===== config.mk =====
export PLATFORM = sky130hd
export DESIGN_NAME = frame_reader
export DESIGN_NICKNAME = d
export VERILOG_FILES = /design/src/rtl/video_pkg.sv /design/src/rtl/fb_addr_counter.sv /design/src/rtl/frame_reader.sv
export SDC_FILE = /design/constraint.sdc
export NUM_CORES = 1
export LEC_CHECK = 0
export BUFFER_PORTS_ARGS = -buffer_cell sky130_fd_sc_hd__buf_2
export CAP_MARGIN = 15
export CORE_ASPECT_RATIO = 0.7
export CORE_MARGIN = 2
export CORE_UTILIZATION = 25
export DETAILED_ROUTE_END_ITERATION = 12
export GPL_TIMING_DRIVEN = 0
export PLACE_DENSITY_LB_ADDON = 0.12
export SYNTH_ARGS = -nofsm -noshare
export SYNTH_HDL_FRONTEND = slang
export SYNTH_SLANG_ARGS = --single-unit

===== constraint.sdc =====
create_clock -name sys_clk -period 2 [get_ports sys_clk]
set_input_delay 0.3 -clock sys_clk [delete_from_list [all_inputs] [get_ports sys_clk]]
set_output_delay 0.3 -clock sys_clk [all_outputs]
set_load 0.02 [all_outputs]

===== src/rtl/video_pkg.sv =====
// Shared video definitions: frame geometry defaults, pixel word layout,
// and the frame reader state encoding.
package video_pkg;

    localparam int HDISP_DEF = 800;
    localparam int VDISP_DEF = 480;

    localparam int PIX_R_MSB = 23;
    localparam int PIX_R_LSB = 16;
    localparam int PIX_G_MSB = 15;
    localparam int PIX_G_LSB = 8;
    localparam int PIX_B_MSB = 7;
    localparam int PIX_B_LSB = 0;

    typedef enum logic {
        S_WAIT = 1'b0,
        S_READ = 1'b1
    } state_t;

    // Index width for a frame of n pixels; never narrower than one bit.
    function automatic int idx_w(input int n);
        return (n > 1) ? $clog2(n) : 1;
    endfunction

endpackage


===== src/rtl/fb_addr_counter.sv =====
// Raster pixel index with end-of-frame wrap and a registered
// one-cycle frame_done pulse.
module fb_addr_counter
    import video_pkg::*;
#(
    parameter int HDISP = HDISP_DEF,
    parameter int VDISP = VDISP_DEF
) (
    input  logic                             clk,
    input  logic                             rst,
    input  logic                             inc,
    output logic [idx_w(HDISP*VDISP)-1:0]    idx,
    output logic                             frame_done
);

    localparam int NPIX = HDISP * VDISP;
    localparam int IW   = idx_w(NPIX);
    localparam logic [IW-1:0] LAST = IW'(NPIX - 1);

    logic last;

    assign last = (idx == LAST);

    always_ff @(posedge clk) begin
        if (rst) begin
            idx        <= '0;
            frame_done <= 1'b0;
        end else begin
            frame_done <= inc && last;
            if (inc) begin
                idx <= last ? '0 : idx + 1'b1;
            end
        end
    end

endmodule


===== src/rtl/frame_reader.sv =====
// Wishbone read master streaming the framebuffer in raster order
// into the pixel FIFO, throttled by the FIFO almost-full flag.
module frame_reader
    import video_pkg::*;
#(
    parameter int          HDISP   = HDISP_DEF,
    parameter int          VDISP   = VDISP_DEF,
    parameter logic [31:0] FB_BASE = 32'h0
) (
    input  logic        sys_clk,
    input  logic        sys_rst,
    output logic        wshb_cyc,
    output logic        wshb_stb,
    output logic        wshb_we,
    output logic [31:0] wshb_adr,
    output logic [3:0]  wshb_sel,
    output logic [2:0]  wshb_cti,
    output logic [1:0]  wshb_bte,
    input  logic [31:0] wshb_dat_sm,
    input  logic        wshb_ack,
    input  logic        wshb_err,
    input  logic        wshb_rty,
    output logic [31:0] fifo_wdata,
    output logic        fifo_write,
    input  logic        fifo_walmost_full,
    output logic        frame_done
);

    localparam int IW = idx_w(HDISP * VDISP);

    state_t          state;
    logic [IW-1:0]   idx;
    logic            push;
    logic            fail;
    logic            inc;

    assign wshb_we  = 1'b0;
    assign wshb_sel = 4'hF;
    assign wshb_cti = 3'b000;
    assign wshb_bte = 2'b00;

    assign wshb_adr = FB_BASE + (32'(idx) << 2);

    // err and rty both terminate without data and outrank ack.
    assign fail = wshb_err || wshb_rty;
    assign inc  = (state == S_READ) && wshb_ack && !fail;

    // A push registered just before reset must not reach the FIFO.
    assign fifo_write = push && !sys_rst;

    fb_addr_counter #(
        .HDISP (HDISP),
        .VDISP (VDISP)
    ) u_cnt (
        .clk        (sys_clk),
        .rst        (sys_rst),
        .inc        (inc),
        .idx        (idx),
        .frame_done (frame_done)
    );

    always_ff @(posedge sys_clk) begin
        if (sys_rst) begin
            state      <= S_WAIT;
            wshb_cyc   <= 1'b0;
            wshb_stb   <= 1'b0;
            push       <= 1'b0;
            fifo_wdata <= '0;
        end else begin
            push <= 1'b0;
            unique case (state)
                S_WAIT: begin
                    if (!fifo_walmost_full) begin
                        state    <= S_READ;
                        wshb_cyc <= 1'b1;
                        wshb_stb <= 1'b1;
                    end
                end
                S_READ: begin
                    if (fail) begin
                        state    <= S_WAIT;
                        wshb_cyc <= 1'b0;
                        wshb_stb <= 1'b0;
                    end else if (wshb_ack) begin
                        push       <= 1'b1;
                        fifo_wdata <= wshb_dat_sm;
                        if (fifo_walmost_full) begin
                            state    <= S_WAIT;
                            wshb_cyc <= 1'b0;
                            wshb_stb <= 1'b0;
                        end
                    end
                end
                default: state <= S_WAIT;
            endcase
        end
    end

endmodule


Word-level counts from Yosys, hierarchy flattened
Index checks and enable logic that the tools add are counted.
{"block": "word_totals", "word_cells": 34, "in_bits": 38, "regBits": 55, "out_inout_bits": 78}
{"block": "classes", "mux": 11, "reduce_logical": 10, "eq_ne": 4, "n_bitwise": 2, "add_sub_neg": 1}
{"op": "19-bit by 1-bit adder with 19-bit output, second input constant", "count": 1}
{"op": "19-bit equality test, second input constant", "count": 1}
{"op": "19-bit two-way mux", "count": 1}
{"op": "1-bit two-way mux", "count": 8}
{"op": "3-bit by 2-bit inequality test with 1-bit output, second input constant", "count": 2}
{"op": "3-bit AND reduction", "count": 2}
{"op": "1-bit logical AND", "count": 4}
{"op": "1-bit one-hot mux with 2 select lines", "count": 2}
{"op": "3-bit OR reduction", "count": 1}
{"op": "1-bit zero test", "count": 2}
{"op": "2-bit inequality test, second input constant", "count": 1}
{"op": "1-bit inverter", "count": 2}
{"op": "1-bit logical OR", "count": 1}

Logic depth before layout (Yosys ltp)
{"block": "logic_depth", "depth_word": 4, "mapped_depth": 7, "depth_no_buf": 5}

Modules after synthesis
A second synthesis with hierarchy kept.
{"block": "hier_totals", "hier_cells": 280, "hier_area_um2": 2701.3}
{"module": "frame_reader", "area_each_um2": 1781.7, "instances": 1, "cells_per_inst": 177, "seq_area_each_um2": 700.7}
{"module": "fb_addr_counter", "area_each_um2": 919.6, "instances": 1, "cells_per_inst": 103, "seq_area_each_um2": 400.4}

Worst setup path after synthesis
Ideal clock, no wire load.
{"block": "synth_path", "path_type": "reg-to-reg", "startpoint": "register u_cnt.idx[0]", "endpoint": "register u_cnt.idx[16]", "t_arrival_ns": 1.763, "path_buffers": 1, "period_less_slack_ns": 1.829, "required_ns": 1.934, "path_slack_ns": 0.171, "path_stages_with_launch": 7, "setup_ns": 0.066, "path_cell_list": "dfxtp_1 > ha_1 > and3_1 > buf_2 > nand2_1 > or4_4 > a21oi_2"}
{"block": "synth_via", "elab_chain_len": 2, "elab_cells_between_ends": 3, "classes_between": "add/sub (1); eq/ne (1); mux (1)"}
{"element": "start: declaration", "line": "fb_addr_counter.sv:12", "source": "output logic [idx_w(HDISP*VDISP)-1:0] idx,"}
{"element": "start signal: assignment", "line": "fb_addr_counter.sv:31", "source": "idx <= last ? '0 : idx + 1'b1;"}
{"element": "19-bit by 1-bit adder with 19-bit output or 19-bit equality test (tied branches)", "line": "fb_addr_counter.sv:31, fb_addr_counter.sv:22"}
{"element": "19-bit two-way mux *", "line": "fb_addr_counter.sv:31"}
Mark *: on every way between the ends. The rest lies on a longest branch, timed or not.
A chain may end at the register's enable or synchronous reset.

Worst setup path in the final report
Ends and elaborated chain as after synthesis.

==> impl_results.md <==
* Synth Area in Simple Gates at 0.2551
* CP max-delay cell: or4_4
* Worst path cell trace: ha_1 > and3_1 > buf_2 > nand2_2 > or4_4 > a21oi_2
* Post-synthesis adder-cell area fraction at 0.005238
* I/O Pins at 116
* Critical path class: flop to flop
* Sequential Power Share at 0.513
* Reg-to-Reg Start: u_cnt.idx[0]
* Clock skew at approximately 0.0054 ns
* XOR/XNOR Fraction of Synth Area at 0.03300
* Crit path DAT at 2.12 ns
* Final Util at 0.3527
* Detailed-route via count at 2296
* Cts hold-fix bufs at 0
* Initial antenna violation count at 0
* RSZ-0062 raised after global routing: false
* HP Start: sys_rst
* Max Buffers Root-to-Sink at 2
* Compound-gate portion of the synthesized area at 0.1310
* Htree depth at 2
* Post-route ant nets at 0
* Ys Warns at 0
* Cells after Synth at 292
* Fin. Hold Viols at 0
* Aggregate global routing overflow at 0
* Most numerous cell in the Yosys netlist: nand2_1
* Final period util at 0.9480
* Met3 wire len at approximately 550 um
* Final slew viol count at 0
* Worst setup EP type: flop
* Max Cap Viol at 0
* Area post-placement at between 3000 and 4000 um2
* Setup slack after layout at approximately 0.10 ns
* Leakage at ~1.4 nW
* CTS sink count at 55
* Hold Slack at 0.2345 ns
* CP Max Fanout at 7
* Metal-1 WL at around 3200 um
* FMAX at 527.4 MHz
* Net Sw Frac at 0.2383
* DP HPWL at slightly below 5000 um
* Hold Path Sink: push
* Setup bufs post-CTS at 0
* Drt wl/cell at about 12 um
* Core Box Area at slightly above 9000 um2
* First-pass GRT wire length at between 10000 and 15000 um
* Iteration-0 DRC count of the detailed router at 94
* Ant diodes at 0
* Clk pin slew, worst setup/hold paths at 0.07 ns
* Initial Utilization at 0.2602
* Status: complete, no violations
* Setup Viol. Count Final at 0
* First-pass DRT Iterations at 4
* Async S/R FF share, synth at 0
* Hold Path Class: primary input to flop
* Synthesized flop and latch total at 55
* Die Wd at between 100 and 150 um
* Setup slack, reg-to-reg at between 0.1 and 0.15 ns
* Comb power frac at 0.091
* Distinct cells, synth at 39
* CTS tree: done
* Metal2 WL at 2790 um
* Layout cells sized above 1 at 0.3366
* Multiplexer area fraction after synthesis at 0
* Total CTS buffers at 5
* Final Net Count at around 450
* Dpl ws at -0.06245 ns
* Psw at 517.3 uW
* Worst Path Required at 2.23 ns
* Worst relative slew slack at 0.6605
* Die footprint at a little over 10000 um2
* Clock power share at 0.396
* Yosys top cell area share at 0.4610
* Area Growth Syn to Fin at 35.57%
* Prevailing post-synth register cell: dfxtp_1
* Design Area, Final at roughly 3200 um2
* Startpoint types: flop
* Root Buffer: clkbuf_16
* Vias in the first global route at between 2k and 2.5k
* Remaining DRCs at 0
* Worst reg2reg path depth at 6
* Die Ht at 85.78 um
* Final WL at 6548 um
* PortBufs at 92
* Clk_lat worst skew at approximately 0.29 ns
* PD cells at roughly 670 nW/um2
* Vias per cell at roughly 4.3
* Crit-path max cell delay at approximately 0.54 ns
* Row count at 29
* Worst VDD drop at roughly 0.27 mV
* Main combinational cell family by area after synthesis: simple AND/OR/NAND/NOR gates
* Final min period at about 1.9 ns
* Avg Cell Area, Syn at 8.180 um2
* Worst R2R End: u_cnt.idx[16]
* Largest net degree at the start of global routing at 16
* Post-synth EDFFs at 0
* Actual slew at the worst max-slew pin at between 0.5 and 0.6 ns
* Commonest cells post-synth: nand2_1, dfxtp_1, a21oi_1
* Largest cells by area after synthesis: dfxtp_1, nand2_1, a21oi_1, buf_4, nor2_1
* Largest area contributor in the netlist: dfxtp_1
* Post-synthesis sequential area ratio at 0.4610
* Final Wtd Congestion at ~0.74
* Cell-internal power at between 1.5 and 2 mW
* Highest routed metal layer: met4
* GRT Util Overall at 0.1236
* Mapped Area at ~2400 um2
* Total power at between 2 and 2.5 mW
* WHS Path Cells at 2
-- cell type report --
type | instances | area (um2)
fillers | 1003 | 5942
multi-input cells | 215 | 1117
flip-flops and latches | 55 | 1101
repair buffers | 92 | 460.4
plain buffers | 41 | 259.0
well taps | 124 | 155.1
clock buffers | 7 | 132.6
inverters | 2 | 7.507
clock inverters | 1 | 5.005
-- how the worst max path moves through the flow --
stage                  start             end  cells after the start
3_5_place_dp   u_cnt.idx[14]   u_cnt.idx[10]                      6
3_3_place_gp   u_cnt.idx[10]    u_cnt.idx[3]                      6
6_report        u_cnt.idx[0]   u_cnt.idx[16]                      6
5_1_grt                state  fifo_wdata[20]                      6
2_1_floorplan   u_cnt.idx[0]   u_cnt.idx[16]                      6
4_1_cts         u_cnt.idx[0]   u_cnt.idx[18]                      6
-- logic make-up after synthesis --
logic type      after synthesis
buf+inv                      43
other cells                   2
flops                        55
compound gates               56
fa+ha+maj                     1
simple gates                126
xor+xnor                      9
-- power by group through the flow --
stage	combinational (mW)	sequential, mW	clock, mW
finish	0.198	1.11	0.859
global route	0.217	1.12	0.944
CTS	0.198	1.11	0.889
detailed placement	0.198	1.14	0
global placement	0.198	1.14	0
floorplan	0.119	1.15	0
-- critical path, delay by kind of cell, from the launching register on --
kind / cells / cell delay [ns]
DFF: 1 / 0.45
AOI/OAI and AO/OA: 1 / 0.13
buffers and inverters: 1 / 0.18
adders and majority gates: 1 / 0.23
and+or+nand+nor: 3 / 0.84
-- per-stage QoR --
stage / TNS (ns) / std cells
floorplan: 0 / 313
global placement: -0.2473 / 529
detailed placement: -0.4864 / 529
CTS: 0 / 537
global route: 0 / 537
finish: 0 / 537
-- repair_timing --
| item | in CTS | in global routing |
|---|---|---|
| resized for setup | 1 | 2 |
| endpoints found under the setup margin | 10 | 12 |
| cloned | 0 | 0 |
-- layout by cell type, fill, tap and decap left out, types with 2 or more instances in the layout --
master | synthesis | layout
a21oi_1 | 41 | 41
and2_1 | 2 | 2
and4_1 | 2 | 2
buf_1 | 3 | 3
buf_2 | 6 | 98
buf_4 | 24 | 24
clkbuf_1 | 7 | 9
clkbuf_16 | 0 | 5
conb_1 | 2 | 23
dfxtp_1 | 55 | 55
inv_1 | 2 | 2
nand2_1 | 74 | 73
nand2_2 | 1 | 2
nand3_1 | 7 | 7
nand4_1 | 4 | 4
nor2_1 | 14 | 14
nor3_1 | 2 | 2
o21ai_0 | 4 | 4
o31ai_1 | 7 | 7
or3_1 | 2 | 2
or4_1 | 6 | 6
xnor2_1 | 4 | 4
xor2_1 | 5 | 5
-- state kept, by name, indices dropped and copies added, names as in the netlist --
| name | count |
|---|---|
| fifo_wdata | 32 |
| u_cnt.frame_done | 1 |
| u_cnt.idx | 19 |
| state | 1 |
| push | 1 |
| wshb_stb | 1 |
-- layer usage --
layer  track usage  vias to the layer above
li1              -                     1176
met1        0.1675                     1035
met2        0.1828                       79
met3       0.04920                        6
met4       0.03171                        0
met5             0                        -
(Power assumes the default switching activity.)
